[config.mk]
export PLATFORM = sky130hd
export DESIGN_NAME = sd_block_reader
export DESIGN_NICKNAME = d
export VERILOG_FILES = /design/src/rtl/sd_pkg.sv /design/src/rtl/sd_byte_xfer.sv /design/src/rtl/sd_block_reader.sv
export SDC_FILE = /design/constraint.sdc
export NUM_CORES = 1
export LEC_CHECK = 0
export ABC_AREA = 0
export CAP_MARGIN = 0
export CORE_MARGIN = 5
export CORE_UTILIZATION = 58
export DETAILED_ROUTE_END_ITERATION = 12
export PLACE_DENSITY = 0.86
export SYNTH_ARGS = -nofsm -noshare
export SYNTH_HDL_FRONTEND = slang
export SYNTH_SLANG_ARGS = --single-unit
[constraint.sdc]
create_clock -name iClk -period 8.44 [get_ports iClk]
set_input_delay 2.532 -clock iClk [delete_from_list [all_inputs] [get_ports iClk]]
set_output_delay 2.532 -clock iClk [all_outputs]
set_load 0.01 [all_outputs]
[src/rtl/sd_pkg.sv]
// Shared definitions for the SD sector reader: FSM states, protocol bytes,
// error codes and the CMD17 frame builder.
package sd_pkg;

    typedef enum logic [3:0] {
        ST_IDLE,
        ST_CMD,
        ST_R1,
        ST_TOKEN,
        ST_DATA,
        ST_CRC,
        ST_TAIL,
        ST_DONE,
        ST_ERROR,
        ST_DRAIN     // abort requested, waiting for the outstanding byte
    } state_t;

    localparam logic [7:0] CMD17_BYTE  = 8'h51;
    localparam logic [7:0] TOKEN_START = 8'hFE;
    localparam logic [7:0] CMD_CRC     = 8'hFF;
    localparam logic [7:0] POLL_BYTE   = 8'hFF;
    localparam int         SECTOR_BYTES = 512;
    localparam int         CMD_BYTES    = 6;

    localparam logic [2:0] ERR_NONE     = 3'd0;
    localparam logic [2:0] ERR_R1       = 3'd1;
    localparam logic [2:0] ERR_R1_TO    = 3'd2;
    localparam logic [2:0] ERR_TOKEN    = 3'd3;
    localparam logic [2:0] ERR_TOKEN_TO = 3'd4;
    localparam logic [2:0] ERR_BAD      = 3'd5;

    // Byte idx of the CMD17 frame: opcode, 4 argument bytes MSB first, dummy CRC.
    function automatic logic [7:0] cmd_byte(input logic [2:0] idx, input logic [31:0] arg);
        case (idx)
            3'd0:    cmd_byte = CMD17_BYTE;
            3'd1:    cmd_byte = arg[31:24];
            3'd2:    cmd_byte = arg[23:16];
            3'd3:    cmd_byte = arg[15:8];
            3'd4:    cmd_byte = arg[7:0];
            default: cmd_byte = CMD_CRC;
        endcase
    endfunction

endpackage

[src/rtl/sd_byte_xfer.sv]
// One-byte-at-a-time handshake towards the SPI master.
//   req/tx    : FSM asks for an exchange of byte tx (taken only when idle)
//   hold      : blocks new exchanges, used while an abort drains
//   done/rx   : exchange finished this cycle, rx is the received byte
//   idle      : no byte outstanding
//   spi_send/spi_tx/spi_rx/spi_avail : SPI master byte port
module sd_byte_xfer
    import sd_pkg::*;
(
    input  logic       clk,
    input  logic       rst_n,
    input  logic       req,
    input  logic       hold,
    input  logic [7:0] tx,
    output logic       done,
    output logic [7:0] rx,
    output logic       idle,
    output logic       spi_send,
    output logic [7:0] spi_tx,
    input  logic [7:0] spi_rx,
    input  logic       spi_avail
);

    logic pending;

    // NOTE: sequential state uses non-blocking assignments so every register
    // samples the pre-edge values, independent of statement order.
    always_ff @(posedge clk or negedge rst_n) begin
        if (!rst_n) begin
            pending  <= 1'b0;
            spi_send <= 1'b0;
            spi_tx   <= POLL_BYTE;
        end else begin
            spi_send <= 1'b0;
            if (!pending) begin
                if (req && !hold) begin
                    spi_send <= 1'b1;
                    spi_tx   <= tx;   // held until the exchange completes
                    pending  <= 1'b1;
                end
            end else if (spi_avail) begin
                pending <= 1'b0;
            end
        end
    end

    // A stray spi_avail while nothing is outstanding is ignored.
    assign done = pending && spi_avail;
    assign rx   = spi_rx;
    assign idle = !pending;

endmodule

[src/rtl/sd_block_reader.sv]
// Reads one 512-byte SD sector with CMD17 over the SPI master byte port and
// streams the payload out.
//   iStart/iLba/iSdhc : request, sector number, addressing mode
//   iAbort            : cancel; the outstanding byte is drained first
//   oBusy/oDone/oError/oErrCode : status
//   oData/oValid/oIdx : payload stream, one strobe per byte
//   oSpiSend/oSpiTx/iSpiRx/iSpiAvail : SPI master byte port
//   oSdCs             : card chip select, active low
module sd_block_reader
    import sd_pkg::*;
#(
    parameter int unsigned R1_TIMEOUT    = 16,
    parameter int unsigned TOKEN_TIMEOUT = 4096
) (
    input  logic        iClk,
    input  logic        iRstN,
    input  logic        iStart,
    input  logic        iAbort,
    input  logic [31:0] iLba,
    input  logic        iSdhc,
    output logic        oBusy,
    output logic        oDone,
    output logic        oError,
    output logic [2:0]  oErrCode,
    output logic [7:0]  oData,
    output logic        oValid,
    output logic [8:0]  oIdx,
    output logic        oSpiSend,
    output logic [7:0]  oSpiTx,
    input  logic [7:0]  iSpiRx,
    input  logic        iSpiAvail,
    output logic        oSdCs
);

    localparam logic [15:0] CMD_LAST  = 16'(CMD_BYTES - 1);
    localparam logic [15:0] DATA_LAST = 16'(SECTOR_BYTES - 1);

    state_t      state, state_next;
    logic [15:0] cnt;          // bytes sent in CMD/DATA/CRC, completed polls in R1/TOKEN
    logic [15:0] cnt_inc;
    logic [31:0] arg;
    logic [2:0]  err_val;
    logic        active;
    logic        xfer_req, xfer_hold, xfer_done, xfer_idle;
    logic [7:0]  xfer_tx, xfer_rx;

    sd_byte_xfer u_xfer (
        .clk       (iClk),
        .rst_n     (iRstN),
        .req       (xfer_req),
        .hold      (xfer_hold),
        .tx        (xfer_tx),
        .done      (xfer_done),
        .rx        (xfer_rx),
        .idle      (xfer_idle),
        .spi_send  (oSpiSend),
        .spi_tx    (oSpiTx),
        .spi_rx    (iSpiRx),
        .spi_avail (iSpiAvail)
    );

    assign cnt_inc = cnt + 16'd1;
    assign active  = state inside {ST_CMD, ST_R1, ST_TOKEN, ST_DATA, ST_CRC, ST_TAIL};

    always_ff @(posedge iClk or negedge iRstN) begin
        if (!iRstN) state <= ST_IDLE;
        else        state <= state_next;
    end

    // NOTE: every output of this block gets a default first so no path can
    // leave one unassigned and infer a latch.
    always_comb begin
        state_next = state;
        xfer_req   = 1'b0;
        xfer_hold  = 1'b0;
        xfer_tx    = POLL_BYTE;
        err_val    = ERR_NONE;
        if (active) begin
            // Back-to-back requests are fine: the byte engine only accepts
            // one while idle, i.e. the cycle after the previous completion.
            xfer_req  = 1'b1;
            xfer_hold = iAbort;
        end
        case (state)
            ST_IDLE: if (iStart) state_next = ST_CMD;
            ST_CMD: begin
                xfer_tx = cmd_byte(cnt[2:0], arg);
                if (xfer_done && cnt == CMD_LAST) state_next = ST_R1;
            end
            ST_R1: if (xfer_done) begin
                if (xfer_rx[7]) begin
                    if (32'(cnt_inc) >= R1_TIMEOUT) begin
                        state_next = ST_ERROR;
                        err_val    = ERR_R1_TO;
                    end
                end else if (xfer_rx == 8'h00) begin
                    state_next = ST_TOKEN;
                end else begin
                    state_next = ST_ERROR;
                    err_val    = ERR_R1;
                end
            end
            ST_TOKEN: if (xfer_done) begin
                if (xfer_rx == TOKEN_START) begin
                    state_next = ST_DATA;
                end else if (xfer_rx == 8'hFF) begin
                    if (32'(cnt_inc) >= TOKEN_TIMEOUT) begin
                        state_next = ST_ERROR;
                        err_val    = ERR_TOKEN_TO;
                    end
                end else if (xfer_rx[7:4] == 4'h0 && xfer_rx != 8'h00) begin
                    state_next = ST_ERROR;
                    err_val    = ERR_TOKEN;
                end else begin
                    state_next = ST_ERROR;
                    err_val    = ERR_BAD;
                end
            end
            ST_DATA:  if (xfer_done && cnt == DATA_LAST) state_next = ST_CRC;
            ST_CRC:   if (xfer_done && cnt == 16'd1) state_next = ST_TAIL;
            ST_TAIL:  if (xfer_done) state_next = ST_DONE;
            ST_DONE:  state_next = ST_IDLE;
            ST_ERROR: state_next = ST_IDLE;
            ST_DRAIN: if (xfer_idle || xfer_done) state_next = ST_IDLE;
            default:  state_next = ST_IDLE;
        endcase
        // Abort wins over whatever the byte just completed would have done.
        if (active && iAbort) begin
            state_next = ST_DRAIN;
            err_val    = ERR_NONE;
        end
    end

    always_ff @(posedge iClk or negedge iRstN) begin
        if (!iRstN) begin
            cnt      <= 16'd0;
            arg      <= 32'd0;
            oSdCs    <= 1'b1;
            oBusy    <= 1'b0;
            oDone    <= 1'b0;
            oError   <= 1'b0;
            oErrCode <= ERR_NONE;
            oData    <= 8'd0;
            oValid   <= 1'b0;
            oIdx     <= 9'd0;
        end else begin
            oDone  <= 1'b0;
            oError <= 1'b0;
            oValid <= 1'b0;
            case (state)
                ST_IDLE: if (iStart) begin
                    // Byte addressing drops LBA[31:23]; the shift truncates them.
                    arg      <= iSdhc ? iLba : {iLba[22:0], 9'd0};
                    oErrCode <= ERR_NONE;
                    oSdCs    <= 1'b0;
                    oBusy    <= 1'b1;
                    cnt      <= 16'd0;
                end
                ST_DONE: begin
                    oDone <= 1'b1;
                    oBusy <= 1'b0;
                end
                ST_ERROR: begin
                    oError <= 1'b1;
                    oBusy  <= 1'b0;
                    oSdCs  <= 1'b1;
                end
                ST_DRAIN: if (state_next == ST_IDLE) begin
                    oSdCs <= 1'b1;
                    oBusy <= 1'b0;
                end
                default: if (xfer_done && !iAbort) begin
                    if (state == ST_DATA) begin
                        oData  <= xfer_rx;
                        oValid <= 1'b1;
                        oIdx   <= cnt[8:0];
                    end
                    cnt <= (state_next == state) ? cnt_inc : 16'd0;
                    // CS goes high before the tail byte so the card releases MISO.
                    if (state_next == ST_TAIL) oSdCs <= 1'b1;
                end
            endcase
            if (state_next == ST_ERROR) oErrCode <= err_val;
        end
    end

endmodule

==> flow_summary.ini, run 1 <==
[clocking]
cts_setup_buffers = 0
clk_latency_ps = 360
cts-buffers-inserted = 9
clk_pin_slew_worst_paths_ps = 80
cts_hold_buf = 0
cts-root-buf = clkbuf_8
cts_tree = yes
clockBufferDepth = 2
clock_sinks = 87
htreeDepth = 3
cts_resized = 0

[drt]
drtIter0Drc = 202
drc_errors = 0
drtPass1Iterations = 5
wl_per_cell_um = 17.13
num_vias = 4026
ant_nets = 0
wirelength_um = 11750
avgViaCountPerCell = 5.869

[finish]
fill_cells = 633
diodes = 0
layout-drive-gt1-share = 0.06368
syn2layout_area_growth_pct = 20.14
nets = 627

[run]
cap_viol_max_count = 0

[pwr]
power_density_nw_per_um2 = 218.8
vdd_drop_max_mv = 0.1735
leakage_uw = 0.002543

[floorplanning]
die_y_um = 100.2
die_width_um = 100.2
core.rowCount = 33
ios = 80
core-area_um2 = 8093
start_util = 0.5835
die-area_um2 = 10050

[synth]
synth_edf_count = 0
synthFlopType = dfrtp_1
synth-async-reset-ratio = 1.000
synthCells = 523
synth_top_family_by_area = simple AND/OR/NAND/NOR gates
yosysWarnings = 0
synth_mux_area_frac = 0.06147
synth_cell_type_count = 62
synth_compound_area_frac = 0.1889
synth_adder_area_share = 0.01325
syn-num-nets = 574
synthSimpleGateAreaFrac = 0.2205
ys_seq_area_frac = 0.4634
synth_area_per_cell_um2 = 9.029
yosys.area_share.xor_xnor = 0.009274
ys_ff_latch = 87
syn_area_um2 = 4722

[timing]
setup_viol = 0
worstMarginPinSlew_ps = 1076
period_needed_ps = 5438
fin_crit_sh = 0.6443
slew_viol_final = 0
fmax_mhz = 183.9
maxSlewHeadroom = 0.2823
rsz0062_at_grt = no
hold_viol = 0
setup-tns-final_ps = 0
whs_ps = 478.0
finClkSkew_ps = 7.994

[global_route]
grt_overflow = 0
grt_pass1_vias = 3996
antenna_found_initial = 0
grt_use_total = 0.2476
grt_pass1_wl_um = 19900
grt_max_degree = 88

[setup_path]
critPathMaxStageDelay_ps = 870
worstSetupStartpointType = input port
crit_path_end_kind = flip-flop
r2r-start = cnt[2]$_DFFE_PN0P_
critPathSlowestCell = a211oi_4
worstSetupStartpoint = iSpiAvail
worstRegToRegCells = 8
cp-endpoint = cnt[7]$_DFFE_PN0P_
path_class = in2reg
cp_max_fo = 27
r2r_setup_slack_ps = 4720
regToRegEndpoint = cnt[7]$_DFFE_PN0P_
crit_chain = clkdlybuf4s50_1 -> and2_1 -> nand4_1 -> nor4_1 -> o311ai_1 -> nand3b_1 -> a211oi_4 -> o21ai_0 -> a21oi_1
arrival_ps = 5720
crit_required_ps = 8730

[place]
dp_hpwl_um = 8608
port_buffers = 79
gp_congestion = 0.8742

[outcome]
status = completed

[min_path]
min_path_type = reg2reg
==> logic make-up (layout without fill, tap and decap cells) <==
group,count (synthesis),in the layout
simple gates,216,216
compound gates,132,132
flops,87,87
buf+inv,49,107
mux,29,29
fa+ha+maj,5,5
xor+xnor,5,5
==> layout make-up <==
class,count,area [um^2],share of cell area
Clock buffer,11,141.4,0.02492
Clock inverter,5,40.04,0.007058
Inverter,11,41.29,0.007278
Multi-Input combinational cell,387,2335,0.4116
Sequential cell,87,2188,0.3858
Tap cell,105,131.4,0.02316
Timing Repair Buffer,80,795.8,0.1403
==> power breakdown <==
part	leakage [uW]	switching [uW]	internal [uW]
Clock	0.0000826	157	117
Sequential	0.00113	74.5	526
Combinational	0.00133	202	164
Total	0.00254	434	808
==> worst max-delay path, delay by kind of cell <==
kind | cells | cell delay [ps]
AOI/OAI and AO/OA | 4 | 1440
and+or+nand+nor | 4 | 1220
buffers and inverters | 1 | 500
==> cell usage in the layout, fill, tap and decap left out, drive strengths merged, types with 5 or more instances in the layout <==
cell type,count
a21o,7
a21oi,15
a22o,11
a22oi,16
and2,5
clkbuf,11
clkdlybuf4s50,78
dfrtp,78
dfstp,9
ha,5
inv,13
mux2i,29
nand2,106
nand3,15
nand3b,5
nand4,12
nor2,34
nor2b,6
nor3,9
o21ai,49
o22a,8
==> synthesized netlist by cell type, drive strengths merged (2+ instances only) <==
cell	n	share of area
nand2	106	0.084
dfrtp	78	0.41
o21ai	49	0.052
nor2	34	0.027
mux2i	29	0.061
clkbuf	26	0.021
a22oi	16	0.025
a21oi	15	0.016
nand3	15	0.016
buf	12	0.014
nand4	12	0.020
a22o	11	0.020
inv	11	0.0087
dfstp	9	0.050
nor3	9	0.013
o22a	8	0.015
a21o	7	0.011
nor2b	6	0.0079
and2	5	0.0066
ha	5	0.013
nand3b	5	0.0079
a31oi	3	0.0040
and3	3	0.0040
nand2b	3	0.0040
nor4	3	0.0040
nor4b	3	0.0056
o21a	3	0.0048
xnor2	3	0.0056
a2111oi	2	0.0050
a211o	2	0.0037
a211oi	2	0.0058
a21boi	2	0.0032
a221o	2	0.0042
nor4bb	2	0.0042
o211ai	2	0.0032
or2	2	0.0026
or3	2	0.0026
or4	2	0.0032
xor2	2	0.0037
==> how the worst min path moves through the flow <==
| stage | startpoint | to | slack [ps] | cells past startpoint |
|---|---|---|---|---|
| floorplan | arg[24]$_DFFE_PN0P_ | arg[24]$_DFFE_PN0P_ | 450 | 2 |
| global placement | oIdx[5]$_DFFE_PN0P_ | oIdx[5]$_DFFE_PN0P_ | 460 | 2 |
| detailed placement | oData[6]$_DFFE_PN0P_ | oData[6]$_DFFE_PN0P_ | 460 | 2 |
| CTS | oData[6]$_DFFE_PN0P_ | oData[6]$_DFFE_PN0P_ | 480 | 2 |
| global route | oData[6]$_DFFE_PN0P_ | oData[6]$_DFFE_PN0P_ | 500 | 2 |
| finish | oData[0]$_DFFE_PN0P_ | oData[0]$_DFFE_PN0P_ | 480 | 2 |
==> state kept, by name (all words and copies together), names as in the netlist <==
register         flops
arg                 32
cnt                 16
oBusy                1
oData                8
oDone                1
oErrCode             3
oError               1
oIdx                 9
oSdCs                1
oValid               1
state                4
u_xfer.pending       1
u_xfer.spi_send      1
u_xfer.spi_tx        8
==> per-stage QoR <==
step,cells,cell area (um^2),power [uW],setup slack [ps],util
global route,686,5673,1324,2707,0.7010
detailed placement,670,5492,971.7,2646,0.6786
global placement,670,5492,955.9,2840,0.6786
finish,686,5673,1241,3002,0.7010
CTS,686,5673,1244,3030,0.7010
floorplan,523,4722,827.9,3907,-
==> per-layer routing <==
layer	routed length, um	vias up	track usage
met2	5471	137	0.3772
met5	0	-	0
met1	5523	1915	0.3614
met4	175	0	0.08083
met3	584	16	0.04170
li1	-	1958	-
(Power assumes the default switching activity.)
==> inputs of run 2 (changes only) <==
--- a/config.mk
+++ b/config.mk
@@ -8,9 +8,9 @@
 export ABC_AREA = 0
 export CAP_MARGIN = 0
 export CORE_MARGIN = 5
-export CORE_UTILIZATION = 58
+export CORE_UTILIZATION = 48
 export DETAILED_ROUTE_END_ITERATION = 12
-export PLACE_DENSITY = 0.86
+export PLACE_DENSITY = 0.76
 export SYNTH_ARGS = -nofsm -noshare
 export SYNTH_HDL_FRONTEND = slang
 export SYNTH_SLANG_ARGS = --single-unit
==> constraint.sdc (replaced) <==
create_clock -name iClk -period 4.88 [get_ports iClk]
set_input_delay 1.464 -clock iClk [delete_from_list [all_inputs] [get_ports iClk]]
set_output_delay 1.464 -clock iClk [all_outputs]
set_load 0.01 [all_outputs]
==> flow_summary.ini, run 2 (synthesis gave the netlist of run 1 again) <==
[pwr]
clkPwrFrac = 0.233
vdd_drop_max_mv = 0.2058
power_density_nw_per_um2 = 379.0
total_power_uw = 2181
p_comb_frac = 0.290
p_sw_uw = 727.6
seq_power_share = 0.477
switching_share = 0.3337
p_int_uw = 1453
leakage_uw = 0.002580

[floorplanning]
core-area_um2 = 9684
die_width_um = 109.2
core.rowCount = 36
ios = 80
start_util = 0.4876
die_y_um = 109.2
die-area_um2 = 11920

[finish]
fill_cells = 860
largest_reg_flops = 32
nets = 631
final_cell_mix = nand2_1, dfrtp_1, clkdlybuf4s50_1
final_common_cell = nand2_1
multiInputGateArea_um2 = 2335
syn2layout_area_growth_pct = 21.86
layout-drive-gt1-share = 0.06838
fin_util = 0.5942
seq_area_um2 = 2188
diodes = 0
fin_area_um2 = 5754
largestRegisters = arg x32, cnt x16, oIdx x9
largest-register = arg

[drt]
drc_errors = 0
ant_nets = 0
num_vias = 4090
drtIter0Drc = 239
wirelength_um = 11920
avgViaCountPerCell = 5.696
drtPass1Iterations = 5
wl_per_cell_um = 16.60

[setup_path]
r2r-start = cnt[2]$_DFFE_PN0P_
crit_path_end_kind = flip-flop
worstSetupStartpointType = input port
path_class = in2reg
cp_max_fo = 27
arrival_ps = 4240
crit_required_ps = 5120
worstSetupStartpoint = iSpiAvail
crit_chain = clkdlybuf4s50_1 -> and2_1 -> nand4_1 -> nor4_1 -> o311ai_1 -> o31ai_2 -> a211oi_4 -> buf_4 -> and3_1 -> a221o_1
critPathSlowestCell = clkdlybuf4s50_1
critPathMaxStageDelay_ps = 500

[min_path]
hold_start = oIdx[6]$_DFFE_PN0P_
min_path_type = reg2reg

[run]
cap_viol_max_count = 0

[timing]
slew_viol_final = 0
hold_viol = 0
fin_crit_sh = 0.8198
maxSlewHeadroom = 0.2822
setup_viol = 0
setup-tns-final_ps = 0
period_needed_ps = 4001
fmax_mhz = 250.0
finClkSkew_ps = 13.08
rsz0062_at_grt = no
worstMarginPinSlew_ps = 1077

[clocking]
cts_resized = 0
cts-root-buf = clkbuf_8
cts-buffers-inserted = 9
cts_setup_buffers = 0
clockBufferDepth = 2
htreeDepth = 3
cts_tree = yes
cts_hold_buf = 0
clock_sinks = 87
clk_latency_ps = 360
clk_pin_slew_worst_paths_ps = 80

[global_route]
grt_pass1_wl_um = 20150
grt_max_degree = 88
grt_overflow = 0
antenna_found_initial = 0
grt_pass1_vias = 4043
grt_use_total = 0.2160

[place]
port_buffers = 79
gp_congestion = 0.9334
place_area_um2 = 5557
dp_hpwl_um = 8620

[outcome]
status = completed
[run 2: cell types whose count changed in the layout (fill, tap and decap cells not counted)]
cell	delta
bufinv_16	+1
buf_4	+4
clkinv_2	+1
clkinvlp_4	-3
clkbuf_1	+1
clkinv_4	+1
inv_6	-1
[run 2: worst paths after layout]
check	end	slack (ps)	cells after the start
max in group asynchronous	cnt[15]$_DFFE_PN0P_	2880	1
min reg2reg	oIdx[6]$_DFFE_PN0P_	480	2
max	cnt[13]$_DFFE_PN0P_	880	10
min	oIdx[6]$_DFFE_PN0P_	480	2
min in group asynchronous	oData[0]$_DFFE_PN0P_	1270	1
max reg2reg	cnt[13]$_DFFE_PN0P_	1440	9
[run 2: worst max-delay path, delay by kind of cell]
kind | cells | cell delay (ps)
simple gates | 4 | 1130
compound gates | 4 | 910
buf+inv | 2 | 730
[run 2: metrics by stage]
stage                     hold slack [ps]  setup WS [ps]  std cells
after CTS                           484.1          886.1        718
final                               478.1          879.4        718
after detailed placement            462.6          511.7        702
after global routing                502.5          715.8        718
after floorplan                     450.5           1415        523
after global placement              459.1          699.0        702
[run 2: layer usage]
layer | track usage | wire length, um | vias up
met3 | 0.03908 | 589 | 24
met1 | 0.2860 | 5234 | 1977
met5 | 0 | 0 | -
met2 | 0.3496 | 5770 | 124
met4 | 0.09083 | 321 | 0
li1 | - | - | 1965
[run 2: layout make-up]
type | count | area share
Multi-Input combinational cell | 387 | 0.4057
Sequential cell | 87 | 0.3803
Timing Repair Buffer | 84 | 0.1435
Tap cell | 133 | 0.02892
Clock buffer | 12 | 0.02522
Clock inverter | 4 | 0.009132
Inverter | 11 | 0.007175
[run 2: power groups by stage]
| stage | Clock [uW] | Sequential, uW | Combinational, uW |
|---|---|---|---|
| finish | 509 | 1040 | 632 |
| global route | 555 | 1060 | 719 |
| floorplan | 0 | 1010 | 417 |
| CTS | 519 | 1040 | 638 |
| detailed placement | 0 | 1050 | 635 |
| global placement | 0 | 1040 | 620 |
